--- src/rtl/snn_pkg.sv ---
// Shared definitions for the SNN packet network: opcodes, node IDs and the
// 33-bit packet layout exchanged between packetizer and depacketizer.
package snn_pkg;

  localparam int PKT_DEST_W = 4;
  localparam int PKT_OP_W   = 4;
  localparam int PKT_DATA_W = 25;
  localparam int PKT_W      = PKT_DEST_W + PKT_OP_W + PKT_DATA_W;

  localparam int PKT_DEST_MSB = 32;
  localparam int PKT_DEST_LSB = 29;
  localparam int PKT_OP_MSB   = 28;
  localparam int PKT_OP_LSB   = 25;
  localparam int PKT_DATA_MSB = 24;
  localparam int PKT_DATA_LSB = 0;

  localparam logic [PKT_OP_W-1:0] OP_WEIGHT        = 4'd0;
  localparam logic [PKT_OP_W-1:0] OP_INPUT         = 4'd1;
  localparam logic [PKT_OP_W-1:0] OP_TIMESTEP_DONE = 4'd15;

  localparam logic [PKT_DEST_W-1:0] IMEM_ID = 4'd11;

  typedef struct packed {
    logic [PKT_DEST_W-1:0] dest;
    logic [PKT_OP_W-1:0]   opcode;
    logic [PKT_DATA_W-1:0] data;
  } pkt_t;

endpackage

--- src/rtl/imem_row_store.sv ---
// Binary ifmap row storage: synchronous write port, combinational read port.
// Out-of-range reads return zero and out-of-range writes are dropped.
module imem_row_store #(
  parameter int DEPTH  = 50,
  parameter int ROW_W  = 25,
  parameter int ADDR_W = 6
) (
  input  logic              clk,
  input  logic              wr_en,
  input  logic [ADDR_W-1:0] wr_addr,
  input  logic [ROW_W-1:0]  wr_data,
  input  logic [ADDR_W-1:0] rd_addr,
  output logic [ROW_W-1:0]  rd_data
);

  logic [ROW_W-1:0] mem_q [DEPTH];

  always_ff @(posedge clk) begin
    if (wr_en && (int'(wr_addr) < DEPTH)) begin
      mem_q[wr_addr] <= wr_data;
    end
  end

  always_comb begin
    rd_data = '0;
    if (int'(rd_addr) < DEPTH) begin
      rd_data = mem_q[rd_addr];
    end
  end

endmodule

--- src/rtl/imem_responder.sv ---
// IMEM end of the PPE input-request protocol: primes each PPE with its first
// row, serves follow-up row requests and broadcasts timestep completion.
module imem_responder
  import snn_pkg::*;
#(
  parameter int IFMAP_SIZE  = 25,
  parameter int FILTER_SIZE = 5,
  parameter int NUM_TS      = 2,
  parameter int PPE_BASE_ID = 5,
  localparam int ADDR_W     = $clog2(NUM_TS * IFMAP_SIZE),
  localparam int TS_W       = (NUM_TS > 1) ? $clog2(NUM_TS) : 1
) (
  input  logic                  clk,
  input  logic                  reset,
  input  logic                  load_en,
  input  logic [ADDR_W-1:0]     load_addr,
  input  logic [IFMAP_SIZE-1:0] load_data,
  input  logic                  start,
  input  logic                  req_valid,
  output logic                  req_ready,
  input  logic [3:0]            req_src,
  output logic                  pkt_valid,
  input  logic                  pkt_ready,
  output logic [PKT_W-1:0]      pkt_data,
  output logic [TS_W-1:0]       ts_out,
  output logic                  done,
  output logic                  err
);

  localparam int OUTPUT_DIM = IFMAP_SIZE - FILTER_SIZE + 1;
  localparam int K_W        = (FILTER_SIZE > 1) ? $clog2(FILTER_SIZE) : 1;
  localparam int CNT_W      = 5;

  typedef enum logic [2:0] {
    S_IDLE, S_PRIME, S_SERVE, S_SEND, S_BCAST
  } state_t;

  state_t                 state_q, state_d;
  logic [K_W-1:0]         k_q, k_d;
  logic [TS_W-1:0]        ts_q, ts_d;
  logic                   done_q, done_d;
  logic                   err_q, err_d;
  logic                   req_ready_q, req_ready_d;
  logic                   pkt_valid_q, pkt_valid_d;
  pkt_t                   pkt_q, pkt_d;
  logic [CNT_W-1:0]       sent_q [FILTER_SIZE];
  logic [CNT_W-1:0]       sent_d [FILTER_SIZE];
  logic [FILTER_SIZE-1:0] trail_q, trail_d;

  logic [ADDR_W-1:0]      rd_addr;
  logic [IFMAP_SIZE-1:0]  rd_data;
  int                     rd_ts, rd_row;
  logic                   ld_in, ld_bc;
  int                     ld_k;
  logic                   pkt_fire, req_fire, src_in_range;
  int                     req_k;
  logic [CNT_W-1:0]       sent_sel;
  logic                   trail_sel;

  imem_row_store #(
    .DEPTH  (NUM_TS * IFMAP_SIZE),
    .ROW_W  (IFMAP_SIZE),
    .ADDR_W (ADDR_W)
  ) u_store (
    .clk     (clk),
    .wr_en   (load_en && (state_q == S_IDLE)),
    .wr_addr (load_addr),
    .wr_data (load_data),
    .rd_addr (rd_addr),
    .rd_data (rd_data)
  );

  assign rd_addr  = ADDR_W'(rd_ts * IFMAP_SIZE + rd_row);
  assign pkt_fire = pkt_valid_q && pkt_ready;
  assign req_fire = req_valid && req_ready_q;

  // Decode the requester into a PPE index and look up its progress.
  always_comb begin
    req_k        = int'(req_src) - PPE_BASE_ID;
    src_in_range = (req_k >= 0) && (req_k < FILTER_SIZE);
    sent_sel     = '0;
    trail_sel    = 1'b0;
    for (int i = 0; i < FILTER_SIZE; i++) begin
      if (i == req_k) begin
        sent_sel  = sent_q[i];
        trail_sel = trail_q[i];
      end
    end
  end

  always_comb begin
    state_d     = state_q;
    k_d         = k_q;
    ts_d        = ts_q;
    done_d      = done_q;
    err_d       = err_q;
    req_ready_d = req_ready_q;
    pkt_valid_d = pkt_valid_q;
    pkt_d       = pkt_q;
    sent_d      = sent_q;
    trail_d     = trail_q;
    rd_ts       = int'(ts_q);
    rd_row      = 0;
    ld_in       = 1'b0;
    ld_bc       = 1'b0;
    ld_k        = 0;

    unique case (state_q)
      S_IDLE: begin
        if (start) begin
          ts_d        = '0;
          done_d      = 1'b0;
          k_d         = '0;
          trail_d     = '0;
          for (int i = 0; i < FILTER_SIZE; i++) sent_d[i] = '0;
          rd_ts       = 0;
          ld_in       = 1'b1;
          pkt_valid_d = 1'b1;
          state_d     = S_PRIME;
        end
      end
      S_PRIME: begin
        if (pkt_fire) begin
          sent_d[k_q] = CNT_W'(1);
          if (int'(k_q) == FILTER_SIZE - 1) begin
            pkt_valid_d = 1'b0;
            req_ready_d = 1'b1;
            state_d     = S_SERVE;
          end else begin
            k_d    = k_q + K_W'(1);
            ld_k   = int'(k_q) + 1;
            rd_row = ld_k;
            ld_in  = 1'b1;
          end
        end
      end
      S_SERVE: begin
        if (req_fire) begin
          if (!src_in_range || trail_sel) begin
            err_d = 1'b1;
          end else if (int'(sent_sel) < OUTPUT_DIM) begin
            ld_k        = req_k;
            rd_row      = req_k + int'(sent_sel);
            ld_in       = 1'b1;
            pkt_valid_d = 1'b1;
            req_ready_d = 1'b0;
            state_d     = S_SEND;
            for (int i = 0; i < FILTER_SIZE; i++) begin
              if (i == req_k) sent_d[i] = sent_sel + CNT_W'(1);
            end
          end else begin
            // Trailing request: absorbed, completes the PPE for this timestep.
            for (int i = 0; i < FILTER_SIZE; i++) begin
              if (i == req_k) trail_d[i] = 1'b1;
            end
            if (&trail_d) begin
              k_d         = '0;
              ld_bc       = 1'b1;
              pkt_valid_d = 1'b1;
              req_ready_d = 1'b0;
              state_d     = S_BCAST;
            end
          end
        end
      end
      S_SEND: begin
        if (pkt_fire) begin
          pkt_valid_d = 1'b0;
          req_ready_d = 1'b1;
          state_d     = S_SERVE;
        end
      end
      S_BCAST: begin
        if (pkt_fire) begin
          if (int'(k_q) < FILTER_SIZE - 1) begin
            k_d   = k_q + K_W'(1);
            ld_k  = int'(k_q) + 1;
            ld_bc = 1'b1;
          end else if (int'(ts_q) < NUM_TS - 1) begin
            ts_d    = ts_q + TS_W'(1);
            k_d     = '0;
            trail_d = '0;
            for (int i = 0; i < FILTER_SIZE; i++) sent_d[i] = '0;
            rd_ts   = int'(ts_q) + 1;
            ld_in   = 1'b1;
            state_d = S_PRIME;
          end else begin
            done_d      = 1'b1;
            pkt_valid_d = 1'b0;
            state_d     = S_IDLE;
          end
        end
      end
      default: state_d = S_IDLE;
    endcase

    if (ld_in) begin
      pkt_d.dest   = PKT_DEST_W'(PPE_BASE_ID + ld_k);
      pkt_d.opcode = OP_INPUT;
      pkt_d.data   = PKT_DATA_W'(rd_data);
    end else if (ld_bc) begin
      pkt_d.dest   = PKT_DEST_W'(PPE_BASE_ID + ld_k);
      pkt_d.opcode = OP_TIMESTEP_DONE;
      pkt_d.data   = '0;
    end
  end

  always_ff @(posedge clk or posedge reset) begin
    if (reset) begin
      state_q     <= S_IDLE;
      k_q         <= '0;
      ts_q        <= '0;
      done_q      <= 1'b0;
      err_q       <= 1'b0;
      req_ready_q <= 1'b0;
      pkt_valid_q <= 1'b0;
      pkt_q       <= '0;
      trail_q     <= '0;
      for (int i = 0; i < FILTER_SIZE; i++) sent_q[i] <= '0;
    end else begin
      state_q     <= state_d;
      k_q         <= k_d;
      ts_q        <= ts_d;
      done_q      <= done_d;
      err_q       <= err_d;
      req_ready_q <= req_ready_d;
      pkt_valid_q <= pkt_valid_d;
      pkt_q       <= pkt_d;
      trail_q     <= trail_d;
      for (int i = 0; i < FILTER_SIZE; i++) sent_q[i] <= sent_d[i];
    end
  end

  assign req_ready = req_ready_q;
  assign pkt_valid = pkt_valid_q;
  assign pkt_data  = pkt_q;
  assign ts_out    = ts_q;
  assign done      = done_q;
  assign err       = err_q;

endmodule
--- config.mk ---
export PLATFORM = sky130hd
export DESIGN_NAME = imem_responder
export DESIGN_NICKNAME = d
export VERILOG_FILES = /design/src/rtl/snn_pkg.sv /design/src/rtl/imem_row_store.sv /design/src/rtl/imem_responder.sv
export SDC_FILE = /design/constraint.sdc
export NUM_CORES = 2
export LEC_CHECK = 0
export ABC_AREA = 0
export CAP_MARGIN = 40
export CORE_MARGIN = 2
export CORE_UTILIZATION = 50
export CTS_BUF_LIST = sky130_fd_sc_hd__clkbuf_8
export DETAILED_ROUTE_END_ITERATION = 12
export PLACE_DENSITY = 0.66
export REMOVE_ABC_BUFFERS = 1
export SLEW_MARGIN = 20
export SYNTH_ARGS = -nofsm -noshare
export SYNTH_HDL_FRONTEND = slang
export SYNTH_SLANG_ARGS = --single-unit
--- constraint.sdc ---
create_clock -name clk -period 7.1 [get_ports clk]
set_input_delay 1.42 -clock clk [delete_from_list [all_inputs] [get_ports clk]]
set_output_delay 1.42 -clock clk [all_outputs]
set_load 0.01 [all_outputs]
==> impl_metrics.csv <==
group,metric,value,unit
global_routing,grt_pass1_wl,195000,um
setup_path,max_stage_delay,0.57,ns
synthesis,syn_area_per_cell,19.7,um^2
global_routing,grt_max_degree,59,
synthesis,async_flop_share,5.45,%
die,fp.dieW,331,um
final_layout,nets,3098,
timing,slew_headroom,41.8,%
die,coreArea,0.106,mm^2
setup_path,critPathKind,"in -> reg",
setup_path,cp.arrival,7.36,ns
placement,port_buffers,78,
die,dieArea,0.109,mm^2
timing,hold_slack,0.464,ns
detailed_routing,dr.pass1.iters,5,
timing,min_period,6.65,ns
clocking,cts_root_buffer,"clkbuf_8",
timing,setup_tns,0,ns
clocking,cts_buffers,205,
timing,finClkSkew,0.0552,ns
die,die_y,331,um
timing,period_share,93.7,%
pwr,power,0.0157,W
synthesis,synth_flop_cell,"edfxtp_1",
global_routing,grt_pass1_vias,29200,
placement,dp_hpwl,81800,um
clocking,cts_resized,0,
clocking,htree_levels,4,
timing,rsz0062_at_grt,"no",
final_layout,fin_cells,4582,
setup_path,start_kind,"input port",
synthesis,synth_cell_types,71,
pwr,p_leak,19.6,nW
die,start_util,50.6,%
placement,dp.cells,4214,
hold_path,holdCritPathClass,"reg -> reg",
detailed_routing,drc,0,
timing,setup_viol,0,
timing,final_max_slew_viol_count,0,
clocking,clk_latency,0.90,ns
setup_path,crit_top_cell,"buf_4",
detailed_routing,ant_nets,0,
setup_path,slowest_stage,"buf_4",
final_layout,layout-drive-gt1-share,29.2,%
detailed_routing,via_count,28300,
timing,max_clock_freq,0.150,GHz
setup_path,crit_path_cell_trace,"clkdlybuf4s50_1 > buf_4 > ha_1 > a21oi_1 > a221oi_1 > o31ai_4 > nand2_1 > ha_1 > inv_1 > fa_1 > buf_4 > xor2_1 > or2_2 > o21ai_0 > buf_4 > ha_4 > a31oi_1 > xnor2_1 > or4b_1 > mux2i_4 > buf_4 > nor3b_1 > mux2i_1 > a22oi_2",
placement,place.gp.congestion,0.839,
detailed_routing,drt_wl_total,133000,um
detailed_routing,wl_per_cell,28.9,um
clocking,cts.clk_slew.worst_paths,0.06,ns
setup_path,setup.worst_path.end_class,"flop",
global_routing,antenna_found_initial,15,
clocking,hold_buffers,0,
clocking,clockBufferDepth,3,
synthesis,yosysSeqAreaShare,73.7,%
timing,timing.final.hold_violations,0,
final_layout,area_delta_synth_final,15.7,%
timing,worstMarginPinSlew,0.867,ns
setup_path,worst-path-max-fanout,48,
clocking,cts_tree,"done",
synthesis,ys_warn_count,0,
detailed_routing,viasPerCell,6.18,
synthesis,syn-cell-area,0.0534,mm^2
global_routing,grt_use_total,24.8,%
pwr,irDropWorstVdd,171,uV
detailed_routing,drt-initial-drc-count,3114,
die,fp-row-count,119,
setup_path,required,7.81,ns
die,io_pins,79,
synthesis,netlist_instances,2707,
synthesis,synth_edf_count,1250,
synthesis,ys_ff_latch,1322,
global_routing,gr-total-overflow,0,
pwr,cellPowerDensity,254,mW/mm^2
job,cap_violations,0,
status,status,"completed",
clocking,cts_setup_buffers,0,
clocking,clkSinkCount,1322,
[sequential cells by signal, indices dropped and copies added, names as in the netlist]
name,cells
sent_q,25
u_store.mem_q,1250
k_q,3
state_q,3
req_ready,1
trail_q,5
ts_out,1
pkt_data,31
done,1
pkt_valid,1
err,1
[per-stage QoR]
step | area (um^2) | util, % | setup WS (ns)
2_1_floorplan | 52700 | - | -10.60
3_3_place_gp | 57000 | 54.0 | -0.478
3_5_place_dp | 58000 | 55.0 | -0.438
4_1_cts | 61700 | 58.5 | 0.463
5_1_grt | 61800 | 58.5 | 0.131
6_report | 61800 | 58.5 | 0.450
[report_power, final]
group / total [W] / internal, W / switching (W)
clock: 0.00580 / 0.00288 / 0.00292
sequential: 0.00872 / 0.00862 / 0.000106
combinational: 0.00116 / 0.000481 / 0.000682
[placed cells by master (no fill, tap or decap), types with 7 or more instances in the layout]
master              n
a21o_1              7
a21oi_1            67
a221oi_1           58
a22o_1             16
a22oi_1            57
a22oi_2            20
and2_1             10
buf_12             45
buf_16             24
buf_2              27
buf_4             133
clkbuf_8          211
clkdlybuf4s50_1    53
clkinv_1           41
clkinv_2           18
dfrtp_1            72
edfxtp_1         1250
ha_1               18
inv_1              93
mux2i_1            49
mux4_2            350
nand2_1           193
nand3_1            34
nand3b_1           12
nor2_1             29
nor2_2             26
nor2_4             26
nor3_1             22
nor3b_1            48
o21ai_0            54
xor2_1              8
[final cells by class]
class | count | area (um^2)
clock inverters | 147 | 791
flip-flops and latches | 1322 | 39300
diodes | 6 | 15.0
fillers | 7659 | 43800
repair buffers | 282 | 3230
clock buffers | 211 | 2900
well taps | 1391 | 1740
inverters | 26 | 97.6
multi-input cells | 1197 | 13700
[layer usage]
layer / up-vias / wire (um) / GRT usage, %
met5: - / 41 / 0
met1: 15000 / 54300 / 35.2
li1: 11900 / - / -
met4: 6 / 3180 / 7.64
met3: 203 / 10900 / 5.08
met2: 1168 / 64200 / 39.3
[Yosys cell counts (2+ instances only)]
| cell type | number | area share [%] |
|---|---|---|
| a22oi_1 | 57 | 0.80 |
| nand2_1 | 193 | 1.4 |
| and2_1 | 10 | 0.12 |
| nand3_1 | 34 | 0.32 |
| buf_4 | 3 | 0.042 |
| buf_2 | 27 | 0.25 |
| buf_6 | 2 | 0.042 |
| o31ai_4 | 2 | 0.080 |
| or3b_2 | 3 | 0.049 |
| o21ai_0 | 54 | 0.51 |
| mux2i_1 | 51 | 0.96 |
| a21oi_1 | 67 | 0.63 |
| nor3_1 | 22 | 0.21 |
| nor3b_1 | 48 | 0.67 |
| edfxtp_1 | 1250 | 70 |
| o31ai_1 | 3 | 0.042 |
| a22o_1 | 16 | 0.26 |
| a31oi_1 | 7 | 0.082 |
| nor2b_1 | 6 | 0.070 |
| a22oi_2 | 20 | 0.47 |
| a21o_1 | 7 | 0.098 |
| inv_1 | 24 | 0.17 |
| a211oi_1 | 4 | 0.056 |
| mux4_2 | 350 | 15 |
| nand2b_1 | 4 | 0.047 |
| or3_1 | 2 | 0.023 |
| xor2_1 | 9 | 0.15 |
| or2_2 | 3 | 0.035 |
| buf_1 | 31 | 0.22 |
| ha_1 | 22 | 0.52 |
| o21ai_1 | 2 | 0.019 |
| nand3b_1 | 12 | 0.17 |
| a41oi_1 | 2 | 0.033 |
| o21a_1 | 4 | 0.056 |
| a221oi_1 | 58 | 0.95 |
| mux2_2 | 2 | 0.042 |
| xnor2_1 | 6 | 0.098 |
| dfrtp_1 | 72 | 3.4 |
| nor2_1 | 80 | 0.56 |
| o211ai_1 | 3 | 0.042 |
| clkbuf_1 | 99 | 0.70 |
| a311o_1 | 2 | 0.037 |
| nor4_1 | 2 | 0.023 |
| a32o_1 | 5 | 0.094 |
[worst paths after layout]
check / from / end / slack [ns] / cells after the start
worst max-delay path: req_src[0] / pkt_data[11]$_DFFE_PP0P_ / 0.45 / 24
worst max register to register: sent_q[15]$_DFFE_PP0P_ / pkt_data[11]$_DFFE_PP0P_ / 1.53 / 21
worst min register to register: pkt_data[25]$_DFFE_PP0P_ / pkt_data[25]$_DFFE_PP0P_ / 0.46 / 1
min in group asynchronous: reset / pkt_data[7]$_DFFE_PP0P_ / 0.92 / 3
max in group asynchronous: reset / sent_q[3]$_DFFE_PP0P_ / 5.56 / 4
worst min-delay path: pkt_data[25]$_DFFE_PP0P_ / pkt_data[25]$_DFFE_PP0P_ / 0.46 / 1
[cells by family (layout without fill, tap and decap cells)]
| logic type | count (synthesis) | in the layout | share of synthesized area (%) |
|---|---|---|---|
| AOI/OAI and AO/OA | 325 | 325 | 4.48 |
| xor gates and xnor gates | 15 | 15 | 0.246 |
| adders and majority gates | 23 | 23 | 0.553 |
| buffers and inverters | 188 | 666 | 1.43 |
| DFF | 1322 | 1322 | 73.7 |
| muxes | 404 | 404 | 15.8 |
| other | 0 | 6 | 0 |
| and+or+nand+nor | 430 | 430 | 3.84 |
[critical path: cells and delay by family]
| kind | cells | cell delay [ns] |
|---|---|---|
| compound gates | 6 | 1.04 |
| xor+xnor | 2 | 0.31 |
| fa+ha+maj | 4 | 1.09 |
| buf+inv | 6 | 1.58 |
| mux | 2 | 0.69 |
| simple gates | 4 | 1.16 |
Power figures use the tool's default switching activity.
